$ cat src/rtl/dr_sync_sink.sv
// dr_sync_sink: dual-rail 4-phase link sink with completion synchronizers; optional sticky err_o under DR_SINK_ERR_EN
module dr_sync_sink #(
    parameter int unsigned WIDTH       = 1,
    parameter int unsigned SYNC_STAGES = 2
) (
    input  logic                  clk_i,
    input  logic                  rst_ni,
    input  logic [WIDTH-1:0][1:0] in,
    output logic                  ack_o,
    output logic [WIDTH-1:0]      data_o,
    output logic                  valid_o,
    input  logic                  ready_i
`ifdef DR_SINK_ERR_EN
    ,
    output logic                  err_o
`endif
);
    typedef enum logic {WAIT_DATA, WAIT_NULL} state_e;

    state_e                 state_q;
    logic                   ack_q, valid_q;
    logic [WIDTH-1:0]       data_q, bit_set, dec;
    logic [SYNC_STAGES-1:0] comp_q, comp_d, null_q, null_d;
    logic                   comp_raw, null_raw, comp_s, null_s, slot_free;

    for (genvar g = 0; g < WIDTH; g++) begin : g_dec
        assign bit_set[g] = in[g][1] ^ in[g][0];
        assign dec[g]     = in[g][1];
    end

    assign comp_raw  = &bit_set;
    assign null_raw  = ~|in;
    assign comp_d    = {comp_q[SYNC_STAGES-2:0], comp_raw};
    assign null_d    = {null_q[SYNC_STAGES-2:0], null_raw};
    assign comp_s    = comp_q[SYNC_STAGES-1];
    assign null_s    = null_q[SYNC_STAGES-1];
    assign slot_free = !valid_q || ready_i;

    // completion/null synchronizer chains
    always_ff @(posedge clk_i or negedge rst_ni) begin
        if (!rst_ni) begin
            comp_q <= '0;
            null_q <= '0;
        end else begin
            comp_q <= comp_d;
            null_q <= null_d;
        end
    end

    // handshake FSM: capture on synchronized completion when the slot is free, release on synchronized null
    always_ff @(posedge clk_i or negedge rst_ni) begin
        if (!rst_ni) begin
            state_q <= WAIT_DATA;
            ack_q   <= 1'b0;
            valid_q <= 1'b0;
            data_q  <= '0;
        end else begin
            if (valid_q && ready_i) valid_q <= 1'b0;
            if (state_q == WAIT_DATA && comp_s && slot_free) begin
                state_q <= WAIT_NULL;
                ack_q   <= 1'b1;
                valid_q <= 1'b1;
                data_q  <= dec;
            end else if (state_q == WAIT_NULL && null_s) begin
                state_q <= WAIT_DATA;
                ack_q   <= 1'b0;
            end
        end
    end

    assign ack_o   = ack_q;
    assign valid_o = valid_q;
    assign data_o  = data_q;

`ifdef DR_SINK_ERR_EN
    logic [WIDTH-1:0]       bit_bad;
    logic [SYNC_STAGES-1:0] err_sync_q, err_sync_d;
    logic                   err_q;

    for (genvar g = 0; g < WIDTH; g++) begin : g_bad
        assign bit_bad[g] = &in[g];
    end

    assign err_sync_d = {err_sync_q[SYNC_STAGES-2:0], |bit_bad};

    // illegal-codeword synchronizer and sticky flag
    always_ff @(posedge clk_i or negedge rst_ni) begin
        if (!rst_ni) begin
            err_sync_q <= '0;
            err_q      <= 1'b0;
        end else begin
            err_sync_q <= err_sync_d;
            err_q      <= err_q || err_sync_q[SYNC_STAGES-1];
        end
    end

    assign err_o = err_q;
`endif
endmodule

$ cat config.mk
export PLATFORM = sky130hd
export DESIGN_NAME = dr_sync_sink
export DESIGN_NICKNAME = d
export VERILOG_FILES = /design/src/rtl/dr_sync_sink.sv
export SDC_FILE = /design/constraint.sdc
export NUM_CORES = 1
export LEC_CHECK = 0
export CAP_MARGIN = 20
export CORE_AREA = 2 2 39 41
export DETAILED_ROUTE_END_ITERATION = 10
export DIE_AREA = 0 0 41 43
export GPL_TIMING_DRIVEN = 0
export SYNTH_ARGS = -nofsm -noshare
export SYNTH_HDL_FRONTEND = slang
export SYNTH_SLANG_ARGS = --single-unit
$ cat constraint.sdc
create_clock -name clk_i -period 0.95 [get_ports clk_i]
set_input_delay 0.1425 -clock clk_i [delete_from_list [all_inputs] [get_ports clk_i]]
set_output_delay 0.1425 -clock clk_i [all_outputs]
set_load 0.02 [all_outputs]
======== Word-level counts from Yosys, hierarchy flattened ========
Index checks and enable logic that the tools add are counted.
word-level totals
  input bits .............................. 5
  output and inout port bits .............. 3
  word-level logic and storage cells ...... 21
  register bits ........................... 7
cells by class
  multiplexer cells ....................... 4
  reductions and logical operators ........ 10
  bitwise gates (word level) .............. 2
operators with widths
  cell               count
  $logic_and 1x1->1  4
  $mux 1             4
  $reduce_bool 2->1  2
  $logic_not 1->1    2
  $reduce_or 2->1    1
  $logic_or 1x1->1   1
  $not 1->1          1
  $xor 1x1->1        1

======== Logic depth before layout (Yosys ltp) ========
Gate-level depths: netlist of the first run.
  word-level depth ........................ 4
  mapped depth ............................ 3
  depth with buffers taken out ............ 3

======== Worst setup path before layout of the first run ========
No wires, ideal clock.
  kind .................................... reg2reg
  start ................................... reg valid_q (netlist: valid_o)
  end ..................................... reg data_q (netlist: data_o)
  slack ................................... -0.092 ns
  buffers on the path ..................... 0
  required time ........................... 0.825 ns
  setup time .............................. 0.125 ns
  period minus slack after synthesis ...... 1.042 ns
  arrival ................................. 0.917 ns
  cell stages (with the launch flop) ...... 4
  cell sequence ........................... dfrtp_1 -> nand2b_2 -> nand3_2 -> mux2_4
on the way
  cells in the longest elaborated chain, start to end .. 3
ends and longest elaborated chain
  element                   line  text
  start: declaration        21    logic ack_q, valid_q;
  start signal: assignment  55    valid_q <= 1'b0;
  start signal: assignment  58    if (valid_q && ready_i) valid_q <= 1'b0;
  start signal: assignment  62    valid_q <= 1'b1;
  $logic_not 1->1           37    assign slot_free = !valid_q || ready_i;
  $logic_or 1x1->1          37
  $logic_and 1x1->1         59    if (state_q == WAIT_DATA && comp_s && slot_free) begin
  end signal: assignment    56    data_q <= '0;
  end signal: assignment    63    data_q <= dec;
  end: declaration          22    logic [WIDTH-1:0] data_q, bit_set, dec;
No other way between the ends.
A chain may end at the register's enable or synchronous reset.

======== Final worst setup path of the first run ========
Ends and elaborated chain as after synthesis.

==> results of run 1 <==
==> through the flow <==
stage	power [mW]	area, sq um	worst slack (ps)
4_1_cts	1.04	369	-32.5
6_report	1.08	389	-25.0
3_5_place_dp	0.779	344	-267
2_1_floorplan	0.612	254	-57.3
3_3_place_gp	0.764	344	-255
5_1_grt	1.15	389	-45.9
==> what timing repair did <==
action	4_1_cts	5_1_grt
resized for setup	14	2
endpoints found under the setup margin	4	4
setup buffers	1	2
==> final timing paths <==
check / startpoint / end / slack, ps
min in group clk_i: null_q[0] / null_q[1] / 350
max: valid_o / data_o / -30
max reg2reg: valid_o / data_o / -30
min reg2reg: null_q[0] / null_q[1] / 350
max in group asynchronous: rst_ni / ack_o / 540
min: rst_ni / comp_q[1] / 150
==> kinds of logic after synthesis <==
family          count (synthesis)
flops                           7
buf+inv                         4
compound gates                  2
simple gates                    2
mux                             1
fa+ha+maj                       1
==> layout make-up <==
class | count | area, sq um
fill | 141 | 995
sequential | 7 | 178
timing repair buffer | 10 | 88.8
multi-input combinational | 6 | 61.3
clock buffer | 4 | 26.3
tap | 16 | 20.0
inverter | 4 | 15.0
==> placed cells by master (no fill, tap or decap) <==
cell type        Yosys  routed
inv_1                4       3
nand3_2              1       1
dfrtp_1              7       5
clkbuf_1             0       1
buf_6                0       1
inv_2                0       1
mux2_4               1       1
ha_1                 1       1
buf_4                0       5
clkbuf_4             0       3
o21ai_0              2       2
dfrtp_2              0       2
clkdlybuf4s50_1      0       4
nand2b_4             0       1
==> metal layers <==
metal | GRT usage (%) | vias to the layer above | wire, microns
met4 | 8.00 | 0 | 0
met1 | 4.65 | 73 | 180
met2 | 8.44 | 7 | 192
met3 | 3.14 | 0 | 38
li1 | - | 79 | -
met5 | 0 | - | 0
==> state kept, by name (all words and copies together), names as in the netlist <==
register and count:
null_q 2, data_o 1, comp_q 2, valid_o 1, ack_o 1
==> where the power goes <==
part           internal, mW  total [mW]  leakage [nW]  switching, mW
logic                 0.215       0.381        0.0960          0.165
registers             0.380       0.437        0.0825         0.0564
clock network         0.160       0.264        0.0150          0.104
total                 0.756        1.08         0.193          0.326
==> impl_metrics.ini, run 1 <==
[timing]
final-setup-viol-count = 2
timing.final.ws_setup_ps = -25.0
setup_tns_ps = -42.5
skew_ps = 1.90
final_max_slew_viol_count = 0
hold_viol_final = 0
rsz0062_at_grt = yes
tightest_slew_ps = 317
final.period_utilization_pct = 103
timing.hold.ws_ps = 154
min_period_ps = 975
relSlewSlack_pct = 78.8
max_freq_ghz = 1.03

[yosys]
synthAdderAreaFrac_pct = 5.08
synthSimpleGateAreaFrac_pct = 7.61
yosysSeqAreaShare_pct = 71.1
syn-num-nets = 23
yosys-top-cells-count = dfrtp_1 (7), inv_1 (4), o21ai_0 (2)
synth_top_family_by_area = simple AND/OR/NAND/NOR gates
ys_async_sr_fraction_pct = 100
synth_area_sq_um = 246
muxShareOfSynthArea_pct = 6.09
synthTopCellsByArea = dfrtp_1 (71%), inv_1 (6.1%), mux2_4 (6.1%)
synth_cell_types = 7
yosys_warnings = 0
synth_edf_count = 0
yosys.area.top_type = dfrtp_1
syn_avg_cell_area_sq_um = 14.5
yosys_register_bits = 7
synth_compound_area_share_pct = 4.06
synthXorXnorAreaFrac_pct = 0
synth_most_common_cell = dfrtp_1
synthCells = 17
synth_ff_type = dfrtp_1
synth.top_cell.area_share_pct = 71.1

[detailed_routing]
drc_errors = 0
firstDrtPassIters = 1
viasPerCell = 3.38
ant_nets = 0
wl_per_cell_microns = 8.72
wl_microns = 410
first_iter_violations = 0
routed-via-count = 159

[global_routing]
antenna_found_initial = 0
first_global_vias = 181
grt_pass1_wl_microns = 607
grt-ovfl-total = 0
grt_usage_pct = 5.98
grt_max_degree = 8

[clock_tree]
cts_tree = yes
cts_hold_buf = 0
htreeDepth = 1
cts_inserted_buffers = 3
cts_root_buffer = clkbuf_4
insertion_delay_ps = 250
cts.path.max_buffers = 2
clkTransAtPathRegs_ps = 50
cts.sinks = 7

[worst_setup_path]
cp_data_arrival_time_ps = 1110
max_stage_delay_ps = 420
startpoint_type = flop
cp_num_buf_inv = 0
ff2ff_path_depth = 3
cp_cell_sequence = nand2b_4, nand3_2, mux2_4
cp.depth = 3
worstSetupEndpointType = flop
critical_path.top_delay_family = flip-flops
cp_slowest_cell = dfrtp_2
critPathRequiredTime_ps = 1080
crit_type = flop to flop
cp_max_fo = 2

[min_path]
hold_path_class = input pin to async pin

[die]
dieHeight_microns = 43
dieArea_sq_um = 1760
rows = 14
core_sq_um = 1380
die_w_microns = 41
io_pins = 8
start_util_pct = 17.8

[finish]
final_nets = 38
drive_above_1_share_pct = 48.4
antenna_cells = 0
utilization_pct = 28.1
final_cells = 47
syn2layout_area_growth_pct = 57.9

[placement]
portBuffers = 7
dp_hpwl_microns = 305
placedCellCount = 40
place_congestion = 0.589

[power]
static-leakage-power_nw = 0.193
power_density_nw_per_um2 = 2780
ir_drop_uv = 503

[status]
violations = setup timing
outcome = finished with violations

[run]
maxCapViolCount = 0
No activity file was read; power rests on OpenSTA's default activity.
==> inputs of run 2 (changes only) <==
--- a/config.mk
+++ b/config.mk
@@ -5,11 +5,13 @@
 export SDC_FILE = /design/constraint.sdc
 export NUM_CORES = 1
 export LEC_CHECK = 0
-export CAP_MARGIN = 20
+export CELL_PAD_IN_SITES_DETAIL_PLACEMENT = 1
+export CELL_PAD_IN_SITES_GLOBAL_PLACEMENT = 2
 export CORE_AREA = 2 2 39 41
 export DETAILED_ROUTE_END_ITERATION = 10
 export DIE_AREA = 0 0 41 43
 export GPL_TIMING_DRIVEN = 0
+export PLACE_DENSITY = 0.66
 export SYNTH_ARGS = -nofsm -noshare
 export SYNTH_HDL_FRONTEND = slang
 export SYNTH_SLANG_ARGS = --single-unit
==> impl_metrics.ini, run 2 (same netlist as run 1, synthesis figures left out) <==
[status]
outcome = finished with violations
violations = setup timing

[finish]
drive_above_1_share_pct = 42.9
top_regs = comp_q (2), null_q (2)
antenna_cells = 0
final_common_cell = dfrtp_1
n_fill_cell = 154
layout_common_cells = dfrtp_1 (5), clkdlybuf4s50_1 (4), inv_1 (3), clkbuf_4 (3)
final_nets = 35
syn2layout_area_growth_pct = 50.8

[timing]
final-setup-viol-count = 3
rsz0062_at_grt = yes
timing.final.ws_setup_ps = -34.2
max_freq_ghz = 1.02
tightest_slew_ps = 326
relSlewSlack_pct = 78.2
hold_viol_final = 0
final_max_slew_viol_count = 0
timing.hold.ws_ps = 155
skew_ps = 2.54
final.period_utilization_pct = 104
min_period_ps = 984

[clock_tree]
htreeDepth = 1
insertion_delay_ps = 250
cts_root_buffer = clkbuf_4
cts.path.max_buffers = 2
post-cts-setup-buffers = 0
cts_inserted_buffers = 3
clkTransAtPathRegs_ps = 50
cts.sinks = 7
cts_tree = yes

[worst_setup_path]
crit_type = flop to flop
cp_data_arrival_time_ps = 1120
worstSetupEndpointType = flop
cp_max_fo = 3
startpoint_type = flop
critPathRequiredTime_ps = 1080

[detailed_routing]
routed-via-count = 163
wl_microns = 487
ant_nets = 0
drc_errors = 0
firstDrtPassIters = 1
wl_per_cell_microns = 11.1
viasPerCell = 3.70
first_iter_violations = 0

[global_routing]
grt_pass1_wl_microns = 779
grt_busiest_layer = met2
met1_usage_pct = 7.02
first_global_vias = 182
grt-ovfl-total = 0
grt_max_degree = 8
grt_usage_pct = 7.72
grtUsageMet2_pct = 10.6
met3_usage_pct = 3.14
antenna_found_initial = 0

[die]
die_w_microns = 41
rows = 14
dieArea_sq_um = 1760
dieHeight_microns = 43
core_sq_um = 1380
start_util_pct = 17.8
io_pins = 8

[power]
intPower_mw = 0.707
power_density_nw_per_um2 = 2830
static-leakage-power_nw = 0.180
switchingPower_mw = 0.344
seqPwrFrac_pct = 42.4
combPwrFrac_pct = 31.9
ir_drop_uv = 812
clkPwrFrac_pct = 25.7
netSwitchingFraction_pct = 32.7

[placement]
place_ws_ps = -303
dp_hpwl_microns = 360
place_congestion = 0.540
portBuffers = 7

[run]
maxCapViolCount = 0

[min_path]
hold_path_class = input pin to async pin
run 2: cell types whose count changed in the layout (fill, tap and decap cells not counted), sizes merged:
cell and delta:
buf -3
run 2: metrics by stage:
stage                     cells  util, %  setup TNS [ps]  area [sq um]  total power [mW]
after floorplan              17        -           -57.3           254             0.612
after global placement       40     24.9            -786           344             0.764
after detailed placement     40     24.9            -954           344             0.788
after CTS                    44     26.2            -115           363              1.03
after global routing         44     26.9            -186           372              1.12
final                        44     26.9           -82.6           372              1.05
run 2: layer usage:
| metal | vias up | wire length [microns] |
|---|---|---|
| met5 | - | 0 |
| met4 | 0 | 0 |
| met3 | 0 | 60 |
| met2 | 8 | 262 |
| met1 | 81 | 164 |
| li1 | 74 | - |
run 2: final timing paths:
path                           start        end  slack, ps  cells after the start
max                            ack_o     data_o        -30                      3
min                           rst_ni  null_q[1]        160                      1
max reg2reg                    ack_o     data_o        -30                      3
min reg2reg                comp_q[0]  comp_q[1]        350                      0
max in group asynchronous     rst_ni      ack_o        530                      1
min in group clk_i         comp_q[0]  comp_q[1]        350                      0
run 2: power by group through the flow:
stage	Sequential, mW	Clock (mW)	Combinational (mW)
2_1_floorplan	0.512	0	0.101
3_3_place_gp	0.433	0	0.331
3_5_place_dp	0.442	0	0.346
4_1_cts	0.440	0.286	0.305
5_1_grt	0.456	0.304	0.364
6_report	0.445	0.270	0.335
run 2: worst max-delay path: stages (launching register included):
cell,delay (ps)
dfrtp_2,420
inv_2,80
nand3_4,80
mux2_4,290
run 2: cell type report:
class                           instances  area, sq um  share of cell area, %
Sequential cell                         7          178                   47.8
Multi-Input combinational cell          6         68.8                   18.5
Timing Repair Buffer                    7         63.8                   17.2
Clock buffer                            4         26.3                   7.07
Tap cell                               16         20.0                   5.39
Inverter                                4         15.0                   4.04
run 2: what timing repair did:
action                                  4_1_cts  5_1_grt
endpoints found under the setup margin        4        4
hold buffers                                  0        0
pin swaps                                     0        0
gates resized for setup                      13        3
